`config.mk`:
```
export PLATFORM = sky130hd
export DESIGN_NAME = pipe_stage_skid
export DESIGN_NICKNAME = d
export VERILOG_FILES = /design/src/rtl/pipe_stage_pkg.sv /design/src/rtl/stage_entry.sv /design/src/rtl/pipe_stage_skid.sv
export SDC_FILE = /design/constraint.sdc
export NUM_CORES = 1
export LEC_CHECK = 0
export ABC_AREA = 1
export CAP_MARGIN = 20
export CORE_ASPECT_RATIO = 1.5
export CORE_MARGIN = 2
export CORE_UTILIZATION = 46
export CTS_CLUSTER_DIAMETER = 50
export DETAILED_ROUTE_END_ITERATION = 6
export PLACE_DENSITY = 0.76
export SYNTH_ARGS = -nofsm -noshare
export SYNTH_HDL_FRONTEND = slang
export SYNTH_SLANG_ARGS = --single-unit
```
`constraint.sdc`:
```
create_clock -name clk -period 1.25 [get_ports clk]
set_input_delay 0.125 -clock clk [delete_from_list [all_inputs] [get_ports clk]]
set_output_delay 0.125 -clock clk [all_outputs]
set_load 0.005 [all_outputs]
```
`src/rtl/pipe_stage_pkg.sv`:
```
// Shared types and field layout for the pipeline-stage register.
package pipe_stage_pkg;

    typedef enum logic [1:0] {
        EMPTY = 2'd0,
        ONE   = 2'd1,
        FULL  = 2'd2
    } stage_state_e;

    // Control bundle bit positions; bit 0 is the register-file write enable
    localparam int unsigned CTRL_REGWRITE    = 0;
    localparam int unsigned CTRL_MEMREAD     = 1;
    localparam int unsigned CTRL_MEMWRITE    = 2;
    localparam int unsigned CTRL_HALT        = 3;
    localparam int unsigned CTRL_ALUSRC      = 4;
    localparam int unsigned CTRL_ALUOP0      = 5;
    localparam int unsigned CTRL_ALUOP1      = 6;
    localparam int unsigned CTRL_MEMTOREG    = 7;
    localparam int unsigned CTRL_BRANCH      = 8;
    localparam int unsigned CTRL_JUMP        = 9;
    localparam int unsigned CTRL_LOADPARTIAL = 10;

    // Data bundle: six 16-bit fields
    localparam int unsigned DATA_FIELD_W    = 16;
    localparam int unsigned DATA_INSTR_LSB  = 0;
    localparam int unsigned DATA_A_LSB      = 16;
    localparam int unsigned DATA_B_LSB      = 32;
    localparam int unsigned DATA_IMM_LSB    = 48;
    localparam int unsigned DATA_OLDPC_LSB  = 64;
    localparam int unsigned DATA_NEWPC_LSB  = 80;

    // Tag bundle: three 4-bit register specifiers
    localparam int unsigned TAG_FIELD_W     = 4;
    localparam int unsigned TAG_DEST_LSB    = 0;
    localparam int unsigned TAG_SRC1_LSB    = 4;
    localparam int unsigned TAG_SRC2_LSB    = 8;

    function automatic logic [1:0] state_occupancy(input stage_state_e s);
        return 2'(s);
    endfunction

endpackage

```
`src/rtl/stage_entry.sv`:
```
// One enable-loaded storage entry (ctrl+data+tag) with async active-low clear.
module stage_entry #(
    parameter int unsigned W = 8
) (
    input  logic         clk,
    input  logic         rst_n,
    input  logic         load,
    input  logic [W-1:0] d,
    output logic [W-1:0] q
);

    always_ff @(posedge clk or negedge rst_n) begin
        if (!rst_n) q <= '0;
        else if (load) q <= d;
    end

endmodule

```
`src/rtl/pipe_stage_skid.sv`:
```
// Pipeline-stage register with valid/ready handshake, optional one-entry skid
// buffer and synchronous flush that leaves a bubble.
module pipe_stage_skid
    import pipe_stage_pkg::*;
#(
    parameter int unsigned CTRL_W  = 11,
    parameter int unsigned DATA_W  = 96,
    parameter int unsigned TAG_W   = 12,
    parameter bit          SKID_EN = 1'b1
) (
    input  logic              clk,
    input  logic              rst,
    input  logic              flush,
    input  logic              in_valid,
    output logic              in_ready,
    input  logic [CTRL_W-1:0] in_ctrl,
    input  logic [DATA_W-1:0] in_data,
    input  logic [TAG_W-1:0]  in_tag,
    output logic              out_valid,
    input  logic              out_ready,
    output logic [CTRL_W-1:0] out_ctrl,
    output logic [DATA_W-1:0] out_data,
    output logic [TAG_W-1:0]  out_tag,
    output logic [1:0]        occupancy
);

    localparam int unsigned ENTRY_W = CTRL_W + DATA_W + TAG_W;

    stage_state_e        state_q, state_d;
    logic                accept, pop;
    logic                main_load, skid_load, main_from_skid;
    logic                hold_q;
    logic [ENTRY_W-1:0]  in_bus, main_d, main_q, skid_q;

    assign in_bus    = {in_ctrl, in_data, in_tag};
    assign out_valid = (state_q != EMPTY);
    // With the skid entry, ready depends only on state; without it, ready must look at out_ready
    assign in_ready  = SKID_EN ? (state_q != FULL) : (!out_valid || out_ready);
    assign accept    = in_valid && in_ready;
    assign pop       = out_valid && out_ready;
    assign main_d    = main_from_skid ? skid_q : in_bus;

    always_ff @(posedge clk or negedge rst) begin
        if (!rst) state_q <= EMPTY;
        else      state_q <= state_d;
    end

    // Next state and entry load enables; flush wins over accept and pop
    always_comb begin
        state_d        = state_q;
        main_load      = 1'b0;
        skid_load      = 1'b0;
        main_from_skid = 1'b0;
        if (flush) begin
            state_d = EMPTY;
        end else begin
            case (state_q)
                EMPTY: begin
                    if (accept) begin
                        state_d   = ONE;
                        main_load = 1'b1;
                    end
                end
                ONE: begin
                    if (accept && pop) begin
                        main_load = 1'b1;
                    end else if (accept && SKID_EN) begin
                        state_d   = FULL;
                        skid_load = 1'b1;
                    end else if (pop) begin
                        state_d = EMPTY;
                    end
                end
                FULL: begin
                    if (pop) begin
                        state_d        = ONE;
                        main_load      = 1'b1;
                        main_from_skid = 1'b1;
                    end
                end
                default: state_d = EMPTY;
            endcase
        end
    end

    stage_entry #(.W(ENTRY_W)) u_main (
        .clk   (clk),
        .rst_n (rst),
        .load  (main_load),
        .d     (main_d),
        .q     (main_q)
    );

    generate
        if (SKID_EN) begin : g_skid
            stage_entry #(.W(ENTRY_W)) u_skid (
                .clk   (clk),
                .rst_n (rst),
                .load  (skid_load),
                .d     (in_bus),
                .q     (skid_q)
            );
        end else begin : g_no_skid
            assign skid_q = '0;
        end
    endgenerate

    // Bubble masking keeps write/memory/halt controls quiet when no beat is held
    assign out_ctrl  = main_q[ENTRY_W-1 -: CTRL_W] & {CTRL_W{out_valid}};
    assign out_data  = main_q[TAG_W +: DATA_W];
    assign out_tag   = main_q[TAG_W-1:0];
    assign occupancy = state_occupancy(state_q);

    // Marks a cycle whose outputs must be repeated unchanged on the next edge
    always_ff @(posedge clk or negedge rst) begin
        if (!rst) hold_q <= 1'b0;
        else      hold_q <= out_valid && !out_ready && !flush;
    end

    a_stall_stable: assert property (@(posedge clk) disable iff (!rst)
        hold_q |-> (out_valid && $stable(out_ctrl) && $stable(out_data) && $stable(out_tag)));

    a_bubble_no_write: assert property (@(posedge clk) disable iff (!rst)
        !out_valid |-> !out_ctrl[CTRL_REGWRITE]);

endmodule

```
; Word-level counts from Yosys, hierarchy flattened
; Cells that the tools add are included.
[word_totals]
word_cells = 35
regBits = 240
memories = 0
latchBits = 0
out_inout_bits = 123
inputBits = 124
mem_bits_rw = 0
romBits = 0
[op_classes]
bitwise_logic = 1
multipliers = 0
eq_ne = 7
magnitude_cmp = 0
shift = 0
div = 0
mux = 18
add_sub_neg = 0
n_reduce_logical = 6
[op_table]
columns = op, count
row1 = $mux W119, 1
row2 = $mux W2, 6
row3 = $and A11 B11 Y11, 1
row4 = $mux W1, 9
row5 = $ne A3 B3 Y1 const B, 3
row6 = $pmux W2 S3, 1
row7 = $ne A4 B4 Y1 const B, 1
row8 = $reduce_and A4 Y1, 1
row9 = $logic_and A1 B1 Y1, 3
row10 = $pmux W1 S3, 1
row11 = $eq A2 B1 Y1 const B, 1
row12 = $eq A2 B2 Y1 const B, 1
row13 = $logic_not A2 Y1, 1
row14 = $ne A2 B2 Y1 const B, 1
row15 = $reduce_bool A2 Y1, 1

; Depth between registers and ports, before layout
[depth]
word_depth = 7
depth_mapped = 9
ltp_nobuf = 7

; Cells and area by module
; A second synthesis with hierarchy kept.
[unflattened]
hier_cells = 1444
area_unflattened_um2 = 11663.7
[modules_own_cells]
columns = module, seq_area_each_um2, area_each_um2, cells_per_inst, instances
row1 = stage_entry, 2977.9, 4606.9, 503, 2
row2 = pipe_stage_skid, 50.0, 2449.8, 438, 1

; Worst setup path after synthesis
; Ideal clock, no wire load.
[synth_timing]
kind = register to register
start = reg state_q[1] (netlist: occupancy[1])
end = reg u_main.q[0]
setup_slack_ns = -0.101
setup_ns = 0.065
arrival_time_ns = 1.286
stages_incl_launch_ff = 10
t_required_ns = 1.185
path_buffers = 2
period_less_slack_ns = 1.351
path_cell_list = dfrtp_1 nand2_1 inv_1 nand2_1 buf_2 clkbuf_1 nand2_1 nand2_1 nand2_1 nand2_1
[synth_between]
elab_chain_len = 6
word_cells_on_any_way = 16
cone_classes = eq/ne (3) / mux (8) / reduce/logical (5)
[synth_lines]
columns = item, line_no
row1 = "start, declared", pipe_stage_skid.sv:29  ; stage_state_e state_q, state_d;
row2 = "start signal, assigned", pipe_stage_skid.sv:45  ; else state_q <= state_d;
row3 = $ne A2 B2 Y1 / $reduce_bool A2 Y1 (equally long branches), "pipe_stage_skid.sv:38, pipe_stage_skid.sv:36"
row4 = "$logic_and A1 B1 Y1, on equally long branches", "pipe_stage_skid.sv:39, pipe_stage_skid.sv:40"
row5 = $logic_and A1 B1 Y1 / $mux W1 (equally long branches), "pipe_stage_skid.sv:65, pipe_stage_skid.sv:75"
row6 = "$mux W1, on equally long branches", "pipe_stage_skid.sv:65, pipe_stage_skid.sv:57"
row7 = $pmux W1 S3 / $mux W1 (equally long branches), "pipe_stage_skid.sv:57, pipe_stage_skid.sv:54"
row8 = $mux W1 / $mux W119 (equally long branches), "pipe_stage_skid.sv:54, pipe_stage_skid.sv:41"
row9 = "end signal, assigned", stage_entry.sv:13  ; if (!rst_n) q <= '0;
row10 = "end signal, assigned", stage_entry.sv:14  ; else if (load) q <= d;
row11 = "end, declared", stage_entry.sv:9  ; output logic [W-1:0] q
; Several ways; a longest one is shown, not always the timed one.
; A chain may end at the register's enable or synchronous reset.

; Final worst setup path
[layout_timing]
start = reg state_q[1] (netlist: occupancy[1])
end = reg u_main.q[75]
; The elaborated chain is that of the path after synthesis.

==> impl_metrics.yaml <==
status:
  run_status: "finished with violations"
  violations: "negative setup slack"
critical_path:
  crit_slowest_cell: "dfrtp_2"
  endpoint_kind: "register"
  max_stage_delay_ps: 440
  crit_chain: "nor2_4, buf_6, buf_6, nor2_4, buf_6, nor2_4, buf_12, buf_12, clkbuf_16, nand2_2, nand2_1"
  cp_max_fo: 6
  cp.buffers_inverters: 6
  crit_arrival_ps: 2210
  crit_path_start_kind: "register"
  critPathTopFamily: "buffers and inverters"
  crit_required_ps: 1700
  path_class: "register to register"
synthesis:
  netlist_area_um2: 11500
  async_reset_ff_frac: 1.00
  synth_cell_types: 13
  seq_area_frac_synth: 0.523
  synth_top_cell_area_share: 0.523
  yosysTopAreaCell: "dfrtp_1"
  syn_area_per_cell_um2: 7.38
  post-synth-top-count-cell: "nand2_1"
  synth_area_leaders: "dfrtp_1, nand2_1, buf_4"
  synth_edf_count: 0
  synthCells: 1557
  yosys_warnings: 0
  synth-seq-cells: 240
  yosys-top-cells-count: "nand2_1, dfrtp_1, buf_4, buf_2"
  synthesis.nets: 1681
  synthFlopType: "dfrtp_1"
flow_run:
  drv_cap: 0
global_routing:
  grt_pass1_vias: 10400
  grt_pass1_wl_um: 54800
  grt_max_degree: 52
  grt_remaining_overflow: 0
  grt_usage: 0.264
  antenna_found_initial: 2
sta:
  setup_viol: 255
  setup_ws_ps: -514
  fmax_ghz: 0.567
  fin_crit_ps: 1760
  fin_skew_ps: 12.4
  min_period_over_period: 1.41
  tightest_slew_ps: 333
  rsz0062_at_grt: "true"
  maxSlewHeadroom: 0.778
  drv_slew: 0
  setup_tns_ps: -109500
  hold_violations: 0
final_layout:
  layout-drive-gt1-share: 0.243
  fillers: 1863
  multi_input_area_um2: 4870
  final_util: 0.677
  seq_area_um2: 6010
  syn2layout_area_growth_pct: 44.0
  nets: 1916
min_path:
  hold_path_class: "primary input to async pin"
die:
  io_pins: 247
  dieHeight_um: 198
  coreArea_um2: 24400
  start_util: 0.470
  die_area_um2: 26300
  rows: 70
  die_x_um: 133
detailed_routing:
  routed_wirelength_um: 36500
  first_pass_iters: 5
  vias: 10700
  wl_per_cell_um: 17.1
  viasPerCell: 5.00
  drt_iter0_drc: 691
  drcViolationCount: 0
  ant_nets: 0
clock_network:
  clk_latency_ps: 520
  clockBufferDepth: 3
  path_clk_slew_ps: 60
  cts_tree: "yes"
  cts_inserted_buffers: 24
  cts_root_buf: "clkbuf_16"
  clock-sinks: 240
  htree_levels: 1
power:
  finalPower_w: 0.0285
  power_density_nw_per_um2: 1720
  power.leakage_nw: 9.51
  peakVddDrop_v: 0.00115
placement:
  gp_congestion: 0.845
  place_ws_ps: -415
  hpwlAfterDp_um: 19900
  io_buffers: 246
[sequential cells by signal, summed over array words and instances (netlist names)]
name             flops
g_skid.u_skid.q    119
u_main.q           119
occupancy            2
[cell usage in the layout (no fill, tap or decap), types with 5 or more instances in the layout]
master / instances
buf_12: 34
buf_16: 17
buf_2: 65
buf_4: 75
buf_6: 19
clkbuf_1: 6
clkbuf_16: 32
clkbuf_2: 8
clkbuf_8: 6
clkdlybuf4s50_1: 122
dfrtp_1: 238
dlymetal6s2s_1: 44
inv_1: 15
nand2_1: 938
nand2_2: 110
nand2_4: 38
nor2_1: 5
nor2_4: 10
[kinds of logic (layout without fill, tap and decap cells)]
group / count (synthesis) / in the layout / share of synthesized area
buf+inv: 206 / 459 / 0.113
other cells: 0 / 2 / 0
simple gates: 1109 / 1109 / 0.364
compound gates: 2 / 2 / 0.000871
flops: 240 / 240 / 0.523
[routing by layer]
layer	wire length (µm)	track usage
met3	2240	0.0385
met4	1710	0.125
met1	14300	0.326
met2	18200	0.456
met5	0	0
[power breakdown]
group	switching, W	total (W)	internal [W]	leakage, nW
Combinational	0.00413	0.00849	0.00436	6.11
Clock	0.00308	0.00774	0.00467	0.415
Sequential	0.00165	0.0123	0.0106	2.99
[worst paths after layout]
kind                               from                   end  slack [ps]  cells past startpoint
max                        occupancy[1]          u_main.q[75]        -510                     11
min reg2reg                u_main.q[60]          u_main.q[60]         470                      2
min                                 rst  g_skid.u_skid.q[104]          90                      2
max in group asynchronous           rst          u_main.q[34]         580                      3
min in group clk            in_data[41]   g_skid.u_skid.q[53]         160                      3
max reg2reg                occupancy[1]          u_main.q[75]        -510                     11
[area by class of cell]
class	instances	share of cell area
flip-flops and latches	240	0.363
multi-input cells	1111	0.294
repair buffers	396	0.260
clock buffers	37	0.0442
well taps	324	0.0245
clock inverters	7	0.00741
inverters	19	0.00567
diodes	2	0.000303
[what timing repair did]
item | in CTS | in global routing
endpoints found under the hold margin | 240 | 0
hold buffers | 1 | 0
pin swaps | 26 | 50
gates cloned | 20 | 7
endpoints found under the setup margin | 361 | 309
resized for setup | 428 | 205
buffers inserted | 57 | 22
[metrics by stage]
| stage | std cells | area [µm²] | hold WS, ps |
|---|---|---|---|
| 2_1_floorplan | 1557 | 11600 | -171 |
| 3_3_place_gp | 1998 | 13900 | 31.7 |
| 3_5_place_dp | 1998 | 13900 | 32.3 |
| 4_1_cts | 2119 | 15900 | 80.7 |
| 5_1_grt | 2136 | 16500 | 99.8 |
| 6_report | 2136 | 16500 | 91.0 |
Power figures use the tool's default switching activity.
